===== src/rtl/pipe_pkg.sv =====
// rtl/pipe_pkg.sv - shared opcodes, forwarding selects, FSM states, source-use decode
// Purpose: constants and helpers shared by the hazard controller and Decode.
// Ports: none (package).
package pipe_pkg;

  localparam logic [3:0] OP_NOP    = 4'd0;
  localparam logic [3:0] OP_SUB    = 4'd1;
  localparam logic [3:0] OP_ADD    = 4'd2;
  localparam logic [3:0] OP_ADDI   = 4'd3;
  localparam logic [3:0] OP_SHLLI  = 4'd4;
  localparam logic [3:0] OP_SHRLI  = 4'd5;
  localparam logic [3:0] OP_JUMP   = 4'd6;
  localparam logic [3:0] OP_JUMPL  = 4'd7;
  localparam logic [3:0] OP_JUMPG  = 4'd8;
  localparam logic [3:0] OP_JUMPE  = 4'd9;
  localparam logic [3:0] OP_JUMPNE = 4'd10;
  localparam logic [3:0] OP_CMP    = 4'd11;
  localparam logic [3:0] OP_LOAD   = 4'd12;
  localparam logic [3:0] OP_LOADI  = 4'd13;
  localparam logic [3:0] OP_STORE  = 4'd14;
  localparam logic [3:0] OP_MOV    = 4'd15;

  localparam logic [1:0] FWD_RF  = 2'b00;
  localparam logic [1:0] FWD_EX  = 2'b01;
  localparam logic [1:0] FWD_MEM = 2'b10;

  typedef enum logic [1:0] {
    ST_RUN        = 2'd0,
    ST_LOAD_STALL = 2'd1,
    ST_MEM_WAIT   = 2'd2
  } state_t;

  // Returns {reads_src2, reads_src1} for an opcode.
  function automatic logic [1:0] src_use(input logic [3:0] op);
    logic [1:0] u;
    u = 2'b00;
    case (op)
      OP_SUB, OP_ADD, OP_CMP, OP_STORE:        u = 2'b11;
      OP_ADDI, OP_SHLLI, OP_SHRLI, OP_LOAD:    u = 2'b01;
      OP_JUMP, OP_MOV:                         u = 2'b10;
      default:                                 u = 2'b00;
    endcase
    return u;
  endfunction

endpackage


===== src/rtl/pipe_hazard_ctrl_if.sv =====
// rtl/pipe_hazard_ctrl_if.sv - pipeline-stage <-> hazard controller signal bundle
// Purpose: groups stage status inputs and stall/flush/forward controls.
// Ports: master = pipeline stages (drive status, receive controls);
//        slave  = hazard controller (receives status, drives controls).
interface pipe_hazard_ctrl_if #(
  parameter int REG_IDX_W = 6,
  parameter int CNT_W     = 16
);
  logic                 id_valid;
  logic [3:0]           id_op;
  logic [REG_IDX_W-1:0] id_src1;
  logic [REG_IDX_W-1:0] id_src2;
  logic                 ex_valid;
  logic                 ex_we;
  logic [3:0]           ex_op;
  logic [REG_IDX_W-1:0] ex_dest;
  logic                 br_taken;
  logic                 mem_we;
  logic [REG_IDX_W-1:0] mem_dest;
  logic                 mem_req;
  logic                 mem_ready;

  logic                 pc_stall;
  logic                 if_id_stall;
  logic                 id_ex_stall;
  logic                 ex_mem_stall;
  logic                 if_id_flush;
  logic                 id_ex_bubble;
  logic [1:0]           fwd_a;
  logic [1:0]           fwd_b;
  logic                 timeout_err;
  logic [CNT_W-1:0]     stall_cnt;

  modport master (
    output id_valid, id_op, id_src1, id_src2, ex_valid, ex_we, ex_op, ex_dest,
           br_taken, mem_we, mem_dest, mem_req, mem_ready,
    input  pc_stall, if_id_stall, id_ex_stall, ex_mem_stall, if_id_flush,
           id_ex_bubble, fwd_a, fwd_b, timeout_err, stall_cnt
  );

  modport slave (
    input  id_valid, id_op, id_src1, id_src2, ex_valid, ex_we, ex_op, ex_dest,
           br_taken, mem_we, mem_dest, mem_req, mem_ready,
    output pc_stall, if_id_stall, id_ex_stall, ex_mem_stall, if_id_flush,
           id_ex_bubble, fwd_a, fwd_b, timeout_err, stall_cnt
  );
endinterface


===== src/rtl/fwd_select.sv =====
// rtl/fwd_select.sv - operand forwarding select for one source operand
// Purpose: picks register file, Execute result or Memory result for one source.
// Ports: i_ex_valid/i_ex_we/i_ex_op/i_ex_dest (Execute), i_mem_we/i_mem_dest
//        (Memory), i_src (Decode source index), o_sel (2-bit select).
module fwd_select
  import pipe_pkg::*;
#(
  parameter int REG_IDX_W = 6
) (
  input  logic                 i_ex_valid,
  input  logic                 i_ex_we,
  input  logic [3:0]           i_ex_op,
  input  logic [REG_IDX_W-1:0] i_ex_dest,
  input  logic                 i_mem_we,
  input  logic [REG_IDX_W-1:0] i_mem_dest,
  input  logic [REG_IDX_W-1:0] i_src,
  output logic [1:0]           o_sel
);
  // A LOAD in Execute has no data yet; it is picked up from Memory a cycle later.
  always_comb begin
    o_sel = FWD_RF;
    if (i_ex_valid && i_ex_we && (i_ex_op != OP_LOAD) && (i_ex_dest == i_src)) begin
      o_sel = FWD_EX;
    end else if (i_mem_we && (i_mem_dest == i_src)) begin
      o_sel = FWD_MEM;
    end
  end
endmodule


===== src/rtl/pipe_hazard_ctrl.sv =====
// rtl/pipe_hazard_ctrl.sv - pipeline hazard controller (forward, stall, flush, freeze)
// Purpose: sequences Decode/Execute/Memory: forwarding, load-use bubbles,
//          taken-jump flushes, memory-not-ready freezes with timeout.
// Ports: clk, rst_n (async active-low), bus (pipe_hazard_ctrl_if.slave).
module pipe_hazard_ctrl
  import pipe_pkg::*;
#(
  parameter int REG_IDX_W   = 6,
  parameter int MEM_TIMEOUT = 15,
  parameter int CNT_W       = 16
) (
  input  logic            clk,
  input  logic            rst_n,
  pipe_hazard_ctrl_if.slave bus
);
  localparam int WCNT_W = (MEM_TIMEOUT < 1) ? 1 : $clog2(MEM_TIMEOUT + 1);

  state_t            r_state;
  state_t            w_next_state;
  logic [WCNT_W-1:0] r_wcnt;
  logic              r_timeout_err;
  logic [CNT_W-1:0]  r_stall_cnt;

  logic [1:0] w_use;
  logic       w_load_use;
  logic       w_mem_miss;
  logic       w_wait_limit;
  logic       w_freeze;
  logic       w_flush;
  logic       w_bubble;
  logic       w_lu_stall;
  logic [1:0] w_fwd_a;
  logic [1:0] w_fwd_b;

  assign w_use = src_use(bus.id_op);

  assign w_load_use = bus.id_valid && bus.ex_valid && (bus.ex_op == OP_LOAD) &&
                      ((w_use[0] && (bus.ex_dest == bus.id_src1)) ||
                       (w_use[1] && (bus.ex_dest == bus.id_src2)));

  assign w_mem_miss   = bus.mem_req && !bus.mem_ready;
  assign w_wait_limit = (r_wcnt == WCNT_W'(MEM_TIMEOUT));

  // State register
  always_ff @(posedge clk or negedge rst_n) begin
    if (!rst_n) r_state <= ST_RUN;
    else        r_state <= w_next_state;
  end

  // Next-state logic
  always_comb begin
    w_next_state = r_state;
    case (r_state)
      ST_RUN: begin
        if (w_mem_miss)         w_next_state = ST_MEM_WAIT;
        else if (bus.br_taken)  w_next_state = ST_RUN;
        else if (w_load_use)    w_next_state = ST_LOAD_STALL;
      end
      ST_LOAD_STALL: w_next_state = ST_RUN;
      ST_MEM_WAIT: begin
        if (bus.mem_ready || w_wait_limit) w_next_state = ST_RUN;
      end
      default: w_next_state = ST_RUN;
    endcase
  end

  // Output logic: memory freeze > taken jump > load-use
  always_comb begin
    w_freeze   = 1'b0;
    w_flush    = 1'b0;
    w_bubble   = 1'b0;
    w_lu_stall = 1'b0;
    case (r_state)
      ST_RUN: begin
        if (w_mem_miss) begin
          w_freeze = 1'b1;
        end else if (bus.br_taken) begin
          w_flush  = 1'b1;
          w_bubble = 1'b1;
        end else if (w_load_use) begin
          w_lu_stall = 1'b1;
          w_bubble   = 1'b1;
        end
      end
      ST_LOAD_STALL: begin
        if (bus.br_taken) begin
          w_flush  = 1'b1;
          w_bubble = 1'b1;
        end
      end
      ST_MEM_WAIT: begin
        // The timeout cycle itself releases the pipeline.
        w_freeze = !bus.mem_ready && !w_wait_limit;
      end
      default: ;
    endcase
  end

  assign bus.pc_stall     = rst_n && (w_freeze || w_lu_stall);
  assign bus.if_id_stall  = rst_n && (w_freeze || w_lu_stall);
  assign bus.id_ex_stall  = rst_n && w_freeze;
  assign bus.ex_mem_stall = rst_n && w_freeze;
  assign bus.if_id_flush  = rst_n && w_flush;
  assign bus.id_ex_bubble = rst_n && w_bubble;

  always_ff @(posedge clk or negedge rst_n) begin
    if (!rst_n) begin
      r_wcnt <= '0;
    end else if ((r_state == ST_MEM_WAIT) && (w_next_state == ST_MEM_WAIT)) begin
      r_wcnt <= r_wcnt + 1'b1;
    end else begin
      r_wcnt <= '0;
    end
  end

  always_ff @(posedge clk or negedge rst_n) begin
    if (!rst_n) begin
      r_timeout_err <= 1'b0;
    end else if ((r_state == ST_MEM_WAIT) && !bus.mem_ready && w_wait_limit) begin
      r_timeout_err <= 1'b1;
    end
  end

  always_ff @(posedge clk or negedge rst_n) begin
    if (!rst_n) begin
      r_stall_cnt <= '0;
    end else if ((w_freeze || w_lu_stall) && (r_stall_cnt != {CNT_W{1'b1}})) begin
      r_stall_cnt <= r_stall_cnt + 1'b1;
    end
  end

  assign bus.timeout_err = r_timeout_err;
  assign bus.stall_cnt   = r_stall_cnt;

  fwd_select #(.REG_IDX_W(REG_IDX_W)) u_fwd_a (
    .i_ex_valid (bus.ex_valid),
    .i_ex_we    (bus.ex_we),
    .i_ex_op    (bus.ex_op),
    .i_ex_dest  (bus.ex_dest),
    .i_mem_we   (bus.mem_we),
    .i_mem_dest (bus.mem_dest),
    .i_src      (bus.id_src1),
    .o_sel      (w_fwd_a)
  );

  fwd_select #(.REG_IDX_W(REG_IDX_W)) u_fwd_b (
    .i_ex_valid (bus.ex_valid),
    .i_ex_we    (bus.ex_we),
    .i_ex_op    (bus.ex_op),
    .i_ex_dest  (bus.ex_dest),
    .i_mem_we   (bus.mem_we),
    .i_mem_dest (bus.mem_dest),
    .i_src      (bus.id_src2),
    .o_sel      (w_fwd_b)
  );

  assign bus.fwd_a = rst_n ? w_fwd_a : FWD_RF;
  assign bus.fwd_b = rst_n ? w_fwd_b : FWD_RF;
endmodule


===== src/flat_wrapper.sv =====
// flat-port wrapper written by rule: the top's interface ports become plain ports
module pipe_hazard_ctrl_flat import pipe_pkg::*;
#(
  parameter int REG_IDX_W   = 6,
  parameter int MEM_TIMEOUT = 15,
  parameter int CNT_W       = 16
)
  (clk, rst_n, bus_id_valid, bus_id_op, bus_id_src1, bus_id_src2, bus_ex_valid, bus_ex_we, bus_ex_op, bus_ex_dest, bus_br_taken, bus_mem_we, bus_mem_dest, bus_mem_req, bus_mem_ready, bus_pc_stall, bus_if_id_stall, bus_id_ex_stall, bus_ex_mem_stall, bus_if_id_flush, bus_id_ex_bubble, bus_fwd_a, bus_fwd_b, bus_timeout_err, bus_stall_cnt);
  pipe_hazard_ctrl_if #(.REG_IDX_W(REG_IDX_W), .CNT_W(CNT_W)) bus_i ();
  input  logic clk;
  input  logic rst_n;
  input wire logic [$bits(bus_i.id_valid)-1:0] bus_id_valid;
  input wire logic [$bits(bus_i.id_op)-1:0] bus_id_op;
  input wire logic [$bits(bus_i.id_src1)-1:0] bus_id_src1;
  input wire logic [$bits(bus_i.id_src2)-1:0] bus_id_src2;
  input wire logic [$bits(bus_i.ex_valid)-1:0] bus_ex_valid;
  input wire logic [$bits(bus_i.ex_we)-1:0] bus_ex_we;
  input wire logic [$bits(bus_i.ex_op)-1:0] bus_ex_op;
  input wire logic [$bits(bus_i.ex_dest)-1:0] bus_ex_dest;
  input wire logic [$bits(bus_i.br_taken)-1:0] bus_br_taken;
  input wire logic [$bits(bus_i.mem_we)-1:0] bus_mem_we;
  input wire logic [$bits(bus_i.mem_dest)-1:0] bus_mem_dest;
  input wire logic [$bits(bus_i.mem_req)-1:0] bus_mem_req;
  input wire logic [$bits(bus_i.mem_ready)-1:0] bus_mem_ready;
  output wire logic [$bits(bus_i.pc_stall)-1:0] bus_pc_stall;
  output wire logic [$bits(bus_i.if_id_stall)-1:0] bus_if_id_stall;
  output wire logic [$bits(bus_i.id_ex_stall)-1:0] bus_id_ex_stall;
  output wire logic [$bits(bus_i.ex_mem_stall)-1:0] bus_ex_mem_stall;
  output wire logic [$bits(bus_i.if_id_flush)-1:0] bus_if_id_flush;
  output wire logic [$bits(bus_i.id_ex_bubble)-1:0] bus_id_ex_bubble;
  output wire logic [$bits(bus_i.fwd_a)-1:0] bus_fwd_a;
  output wire logic [$bits(bus_i.fwd_b)-1:0] bus_fwd_b;
  output wire logic [$bits(bus_i.timeout_err)-1:0] bus_timeout_err;
  output wire logic [$bits(bus_i.stall_cnt)-1:0] bus_stall_cnt;
  assign bus_i.id_valid = bus_id_valid;
  assign bus_i.id_op = bus_id_op;
  assign bus_i.id_src1 = bus_id_src1;
  assign bus_i.id_src2 = bus_id_src2;
  assign bus_i.ex_valid = bus_ex_valid;
  assign bus_i.ex_we = bus_ex_we;
  assign bus_i.ex_op = bus_ex_op;
  assign bus_i.ex_dest = bus_ex_dest;
  assign bus_i.br_taken = bus_br_taken;
  assign bus_i.mem_we = bus_mem_we;
  assign bus_i.mem_dest = bus_mem_dest;
  assign bus_i.mem_req = bus_mem_req;
  assign bus_i.mem_ready = bus_mem_ready;
  assign bus_pc_stall = bus_i.pc_stall;
  assign bus_if_id_stall = bus_i.if_id_stall;
  assign bus_id_ex_stall = bus_i.id_ex_stall;
  assign bus_ex_mem_stall = bus_i.ex_mem_stall;
  assign bus_if_id_flush = bus_i.if_id_flush;
  assign bus_id_ex_bubble = bus_i.id_ex_bubble;
  assign bus_fwd_a = bus_i.fwd_a;
  assign bus_fwd_b = bus_i.fwd_b;
  assign bus_timeout_err = bus_i.timeout_err;
  assign bus_stall_cnt = bus_i.stall_cnt;
  pipe_hazard_ctrl #(.REG_IDX_W(REG_IDX_W), .MEM_TIMEOUT(MEM_TIMEOUT), .CNT_W(CNT_W)) u_core (.clk(clk), .rst_n(rst_n), .bus(bus_i));
endmodule

===== config.mk =====
export PLATFORM = sky130hd
export DESIGN_NAME = pipe_hazard_ctrl_flat
export DESIGN_NICKNAME = d
export VERILOG_FILES = /design/src/rtl/pipe_pkg.sv /design/src/rtl/pipe_hazard_ctrl_if.sv /design/src/rtl/fwd_select.sv /design/src/rtl/pipe_hazard_ctrl.sv /design/src/flat_wrapper.sv
export SDC_FILE = /design/constraint.sdc
export NUM_CORES = 1
export LEC_CHECK = 0
export ABC_AREA = 1
export CORE_MARGIN = 10
export CORE_UTILIZATION = 45
export CTS_CLUSTER_DIAMETER = 120
export CTS_CLUSTER_SIZE = 20
export DETAILED_ROUTE_END_ITERATION = 7
export MAX_ROUTING_LAYER = met4
export PLACE_DENSITY = 0.82
export REMOVE_ABC_BUFFERS = 1
export SLEW_MARGIN = 10
export SYNTH_ARGS = -nofsm -noshare
export SYNTH_HDL_FRONTEND = slang
export SYNTH_SLANG_ARGS = --single-unit

===== constraint.sdc =====
create_clock -name clk -period 2.2 [get_ports clk]
set_clock_uncertainty 0.05 [all_clocks]
set_input_delay 0.22 -clock clk [delete_from_list [all_inputs] [get_ports clk]]
set_output_delay 0.22 -clock clk [all_outputs]
set_load 0.02 [all_outputs]

Word level (Yosys, flattened, before mapping)
Memory sizes are Yosys's and may differ from the RTL's.
Cells that the tools add are included.
- $lt $le $gt $ge: 0
- divide/modulo/power cells: 0
- eq/ne operators: 11
- multiplexer cells: 24
- shift-type cells: 0
- add/sub/neg operators: 2
- multiply operators: 0
- bitwise operators: 0
- reductions and logical operators: 27
- operator list (kind ; number):
    $eq 6x6->1 ; 4
    $logic_and 1x1->1 ; 21
    $mux 2 ; 10
    $add 16x1->16 const B ; 1
    $ne 16x16->1 const B ; 1
    $mux 1 ; 9
    $eq 4x4->1 const B ; 2
    $pmux 1 s2 ; 3
    $add 4x1->4 const B ; 1
    $eq 2x2->1 const B ; 2
    $mux 4 ; 1
    $ne 4x4->1 const B ; 1
    $pmux 2 s2 ; 1
    $logic_or 1x1->1 ; 3
    $eq 2x1->1 const B ; 1
    $logic_not 1->1 ; 2
    $logic_not 2->1 ; 1
- memories kept: 1
- register bits: 23
- bits in writable memories: 0
- bits in latches: 0
- ROM bits: 32
- memories (memory ; depth ; bits a word ; rd ports ; clocked after Yosys merged registers in ; write ports ; line ; source):
    (no name shown) ; 16 ; 2 ; 1 ; 0 ; 0 ; pipe_pkg.sv:37 ; case (op)

Depth between registers and ports, before layout
- depth in word-level cells: 11
- depth in mapped cells: 14
- depth with buffers taken out: 13

Hierarchy
Synthesis repeated with hierarchy kept, for this count alone.
- cell total of the unflattened synthesis: 388
- area total of the unflattened synthesis: 2284.7 um^2
- modules (own cells, without submodules) (module ; instances ; cells an instance ; area an instance (um^2)):
    pipe_hazard_ctrl ; 1 ; 242 ; 1716.6
    fwd_select ; 2 ; 73 ; 284.0

Worst setup path before layout
OpenSTA, ideal clock, no wires.
- path kind: reg-to-output
- start: reg u_core.r_wcnt[0]
- end: out bus_pc_stall
- stages on the path, launching flop included: 10
- path slack: 0.262 ns
- path buffers: 1
- arrival time: 1.668 ns
- path through: dfrtp_1 > ha_1 > nand2_1 > inv_1 > nand2_1 > nand2_1 > o21ai_1 > inv_2 > a21oi_1 > buf_4
- word-level cells in the longest chain between the ends: 6
- RTL lines (element ; line ; source):
    start: declaration ; pipe_hazard_ctrl.sv:20 ; logic [WCNT_W-1:0] r_wcnt;
    start signal: assignment ; pipe_hazard_ctrl.sv:110 ; r_wcnt <= r_wcnt + 1'b1;
    $eq 4x4->1 ; pipe_hazard_ctrl.sv:42 ; assign w_wait_limit = (r_wcnt == WCNT_W'(MEM_TIMEOUT));
    $logic_not 1->1 ; pipe_hazard_ctrl.sv:93 ; w_freeze = !bus.mem_ready && !w_wait_limit;
    $logic_and 1x1->1 ; pipe_hazard_ctrl.sv:93 ;
    $pmux 1 s2 ; pipe_hazard_ctrl.sv:73 ; case (r_state)
    $logic_or 1x1->1 ; - ;
    $logic_and 1x1->1 ; - ;
    end: declaration ; flat_wrapper.sv:25 ; output wire logic [$bits(bus_i.pc_stall)-1:0] bus_pc_stall;
Every way passes these cells.

Worst setup path after layout
- start: in bus_mem_ready
- end: out bus_if_id_flush
- word-level cells in the longest chain between the ends: 5
- RTL lines (element ; line ; source):
    start: declaration ; flat_wrapper.sv:24 ; input wire logic [$bits(bus_i.mem_ready)-1:0] bus_mem_ready;
    $logic_not 1->1 ; pipe_hazard_ctrl.sv:41 ; assign w_mem_miss = bus.mem_req && !bus.mem_ready;
    $logic_and 1x1->1 ; pipe_hazard_ctrl.sv:41 ;
    $mux 1 ; pipe_hazard_ctrl.sv:75 ; if (w_mem_miss) begin
    $pmux 1 s2 ; pipe_hazard_ctrl.sv:73 ;
    $logic_and 1x1->1 ; pipe_hazard_ctrl.sv:103 ; assign bus.if_id_flush = rst_n && w_flush;
    end: declaration ; flat_wrapper.sv:29 ; output wire logic [$bits(bus_i.if_id_flush)-1:0] bus_if_id_flush;
Every way passes these cells.

==> results.md <==
- Status: completed
- IO buf count: 67
- First-pass GRT wire length: a little under 10000 µm
- Placed insts: approximately 440
- CP Class: input port to output port
- Commonest non-fill, non-tap cell in the layout: nand2_1
- H-tree depth: 1
- Starting density of the core: a little under half
- DRT Pass-1 Iters: 4
- Fin area: around 2900 µm²
- Worst endpoint data arrival time: roughly 1.9 ns
- Final Non-Filler Cells: around 440
- HPWL Detailed: 4974 µm
- PwrDens: approximately 470 nW/µm²
- Number of clock sinks seen by CTS: 23
- Ant. Diodes: 0
- Worst path most repeated cell: inv_1
- DRT antenna net count: 0
- Number of I/O pins: 68
- Wire per inst: 13.36 µm
- Seq cells post-synth: 23
- CP startpoint kind: input port
- Hold Vio Cnt, Final: 0
- Final setup viols: 0
- Initial antenna violation count: 0
- FF-to-FF Start: u_core.bus.stall_cnt[0]
- WL final: slightly below 6000 µm
- Vias in the first global route: ~2200
- Cts bufs inserted: 3
- CTS clk-pin slew, worst paths: 0.08 ns
- Slack of the worst reg-to-reg path: between 0.2 and 0.3 ns
- Async set or reset register ratio after synthesis: 100.0%
- Largest net degree at the start of global routing: 21
- Post-synth EDFFs: 0
- Crit-path slowest cell: clkdlybuf4s50_1
- Share of layout cells above drive strength 1: between 15 and 20%
- R2r endpoint: u_core.bus.stall_cnt[13]
- Crit Path Max Fanout: 2
- Post-synthesis sequential area ratio: 30.09%
- Final worst path period need: 2.121 ns
- Synth Area per Inst: 6.552 µm²
- Power, Total: approximately 0.0013 W
- TritonCTS clock tree: built
- Final max-slew violation count: 0
- MaxCap Viol Count: 0
- Primary FF master, synth: dfrtp_1
- Worst-Skew Late Latency: 0.27 ns
- Synthesized cell area: roughly 1900 µm²
- Count of hold-fix buffers inserted at cts: 0
- DRC viols: 0
- Nets@finish: between 400 and 500
- GRT Residual Overflow: 0
- Max incr delay on CP: 0.62 ns
- RD Place Congestion: 0.9773
- Vias post-DR: 2169
- RSZ-0062 raised after global routing: no
- Clk buf depth: 2
- Leak Pwr: 1.509 nW
- Initial detailed-routing violation count: ~100
- Clk root buf: clkbuf_8
- R2R cell count: 9
- Synth warn: 0
- Peak supply drop: ~0.00032 V
- Worst Setup SP: bus_mem_ready
- Cell Rows: 23
- Area of the core: between 4000 and 5000 µm²
- Crit path to: bus_if_id_flush
- Tcrit/Tclk final: between 90% and 100%
- Placed inst area: between 2000 and 3000 µm²
- Slew Limit Headroom: ~82%
- Die Height: 85.20 µm
- Die X-Extent: roughly 85 µm
- Tot GR Track Use: between 10% and 20%
- Critical path capture point type: output port
- Max frequency: between 400 and 500 MHz
- Hold WC Path Type: input port to async pin
- Die area: around 7300 µm²
- Cell count after synthesis: 292
- CP Cell Sequence: clkdlybuf4s50_1 -> inv_1 -> nand2_1 -> nor2_1 -> inv_1 -> buf_4 -> nand4_1 -> inv_1 -> clkdlybuf4s50_1
- Worst Tran Pin Value: 0.2658 ns
- Syn-to-layout area delta: 50.23%
- Vias/cell: 4.918
- Synth unique cells: 31
- CP Data Required Time: 1.93 ns
- Most frequent cells in the layout: nand2_1, clkdlybuf4s50_1, inv_1
critical path: cells and delay by family:
family        cells  cell delay [ns]
buf+inv           6             1.41
simple gates      3             0.21
Yosys cell counts, types with 4 or more instances:
master	instances	area share, %
nand3_1	30	7.8
xnor2_1	7	3.2
o22ai_1	7	2.3
inv_1	40	7.8
ha_1	6	3.9
inv_2	5	0.98
nand2_1	100	20
dfrtp_1	23	30
nand4_1	4	1.3
xor2_1	11	5.0
nor3_1	6	1.6
nor2_1	29	5.7
registers in the layout, indices dropped and copies added (netlist names):
signal                  count
u_core.bus.timeout_err      1
u_core.bus.stall_cnt       16
u_core.r_wcnt               4
u_core.r_state              2
what timing repair did:
item                                    in CTS  in global routing
buffers inserted                             0                  0
endpoints found under the setup margin       9                  7
pin swaps                                    2                  0
resized for setup                           20                 12
metal layers:
metal	routed length [µm]	track usage, %
met5	0	-
met4	110	5.240
met3	249	2.199
met2	3116	29.77
met1	2414	18.01
cells by family (layout without fill, tap and decap cells):
kind of cell	Yosys count	count (layout)	synth area share, %
AND/OR/NAND/NOR	179	179	41.27
flip-flops	23	23	30.08
XOR/XNOR	18	18	8.241
adder cells (fa/ha/maj)	6	6	3.924
buffers and inverters	50	149	10.86
AO/OA/AOI/OAI	16	16	5.624
metrics by stage:
| step | setup slack, ns | hold slack [ns] | utilization [%] | TNS, ns |
|---|---|---|---|---|
| floorplan | 0.2485 | -0.1256 | - | 0 |
| global placement | -0.3495 | 0.3957 | 70.37 | -1.631 |
| detailed placement | -0.5187 | 0.4079 | 70.37 | -3.552 |
| CTS | 0.01280 | 0.3037 | 71.23 | 0 |
| global route | 0.01841 | 0.3113 | 70.83 | 0 |
| finish | 0.07922 | 0.3151 | 70.83 | 0 |
cell type report:
| cell class | instances | area (µm²) |
|---|---|---|
| clock buffers | 4 | 45.04 |
| fillers | 336 | 1184 |
| inverters | 45 | 168.9 |
| multi-input cells | 219 | 1140 |
| flip-flops and latches | 23 | 575.6 |
| well taps | 50 | 62.56 |
| repair buffers | 100 | 882.1 |
how the worst min path moves through the flow:
stage	endpoint	slack [ns]	cells past startpoint
CTS	u_core.bus.stall_cnt[3]	0.30	2
global placement	u_core.r_wcnt[0]	0.40	1
finish	u_core.r_state[0]	0.32	2
detailed placement	u_core.r_wcnt[0]	0.41	1
floorplan	u_core.bus.stall_cnt[0]	-0.13	0
global route	u_core.r_state[0]	0.31	2
power breakdown:
group | switching [W] | internal (W)
Sequential | 0.0000681 | 0.000466
Combinational | 0.000269 | 0.000267
Clock | 0.000143 | 0.000130
Total | 0.000480 | 0.000862
(Power assumes the default switching activity.)
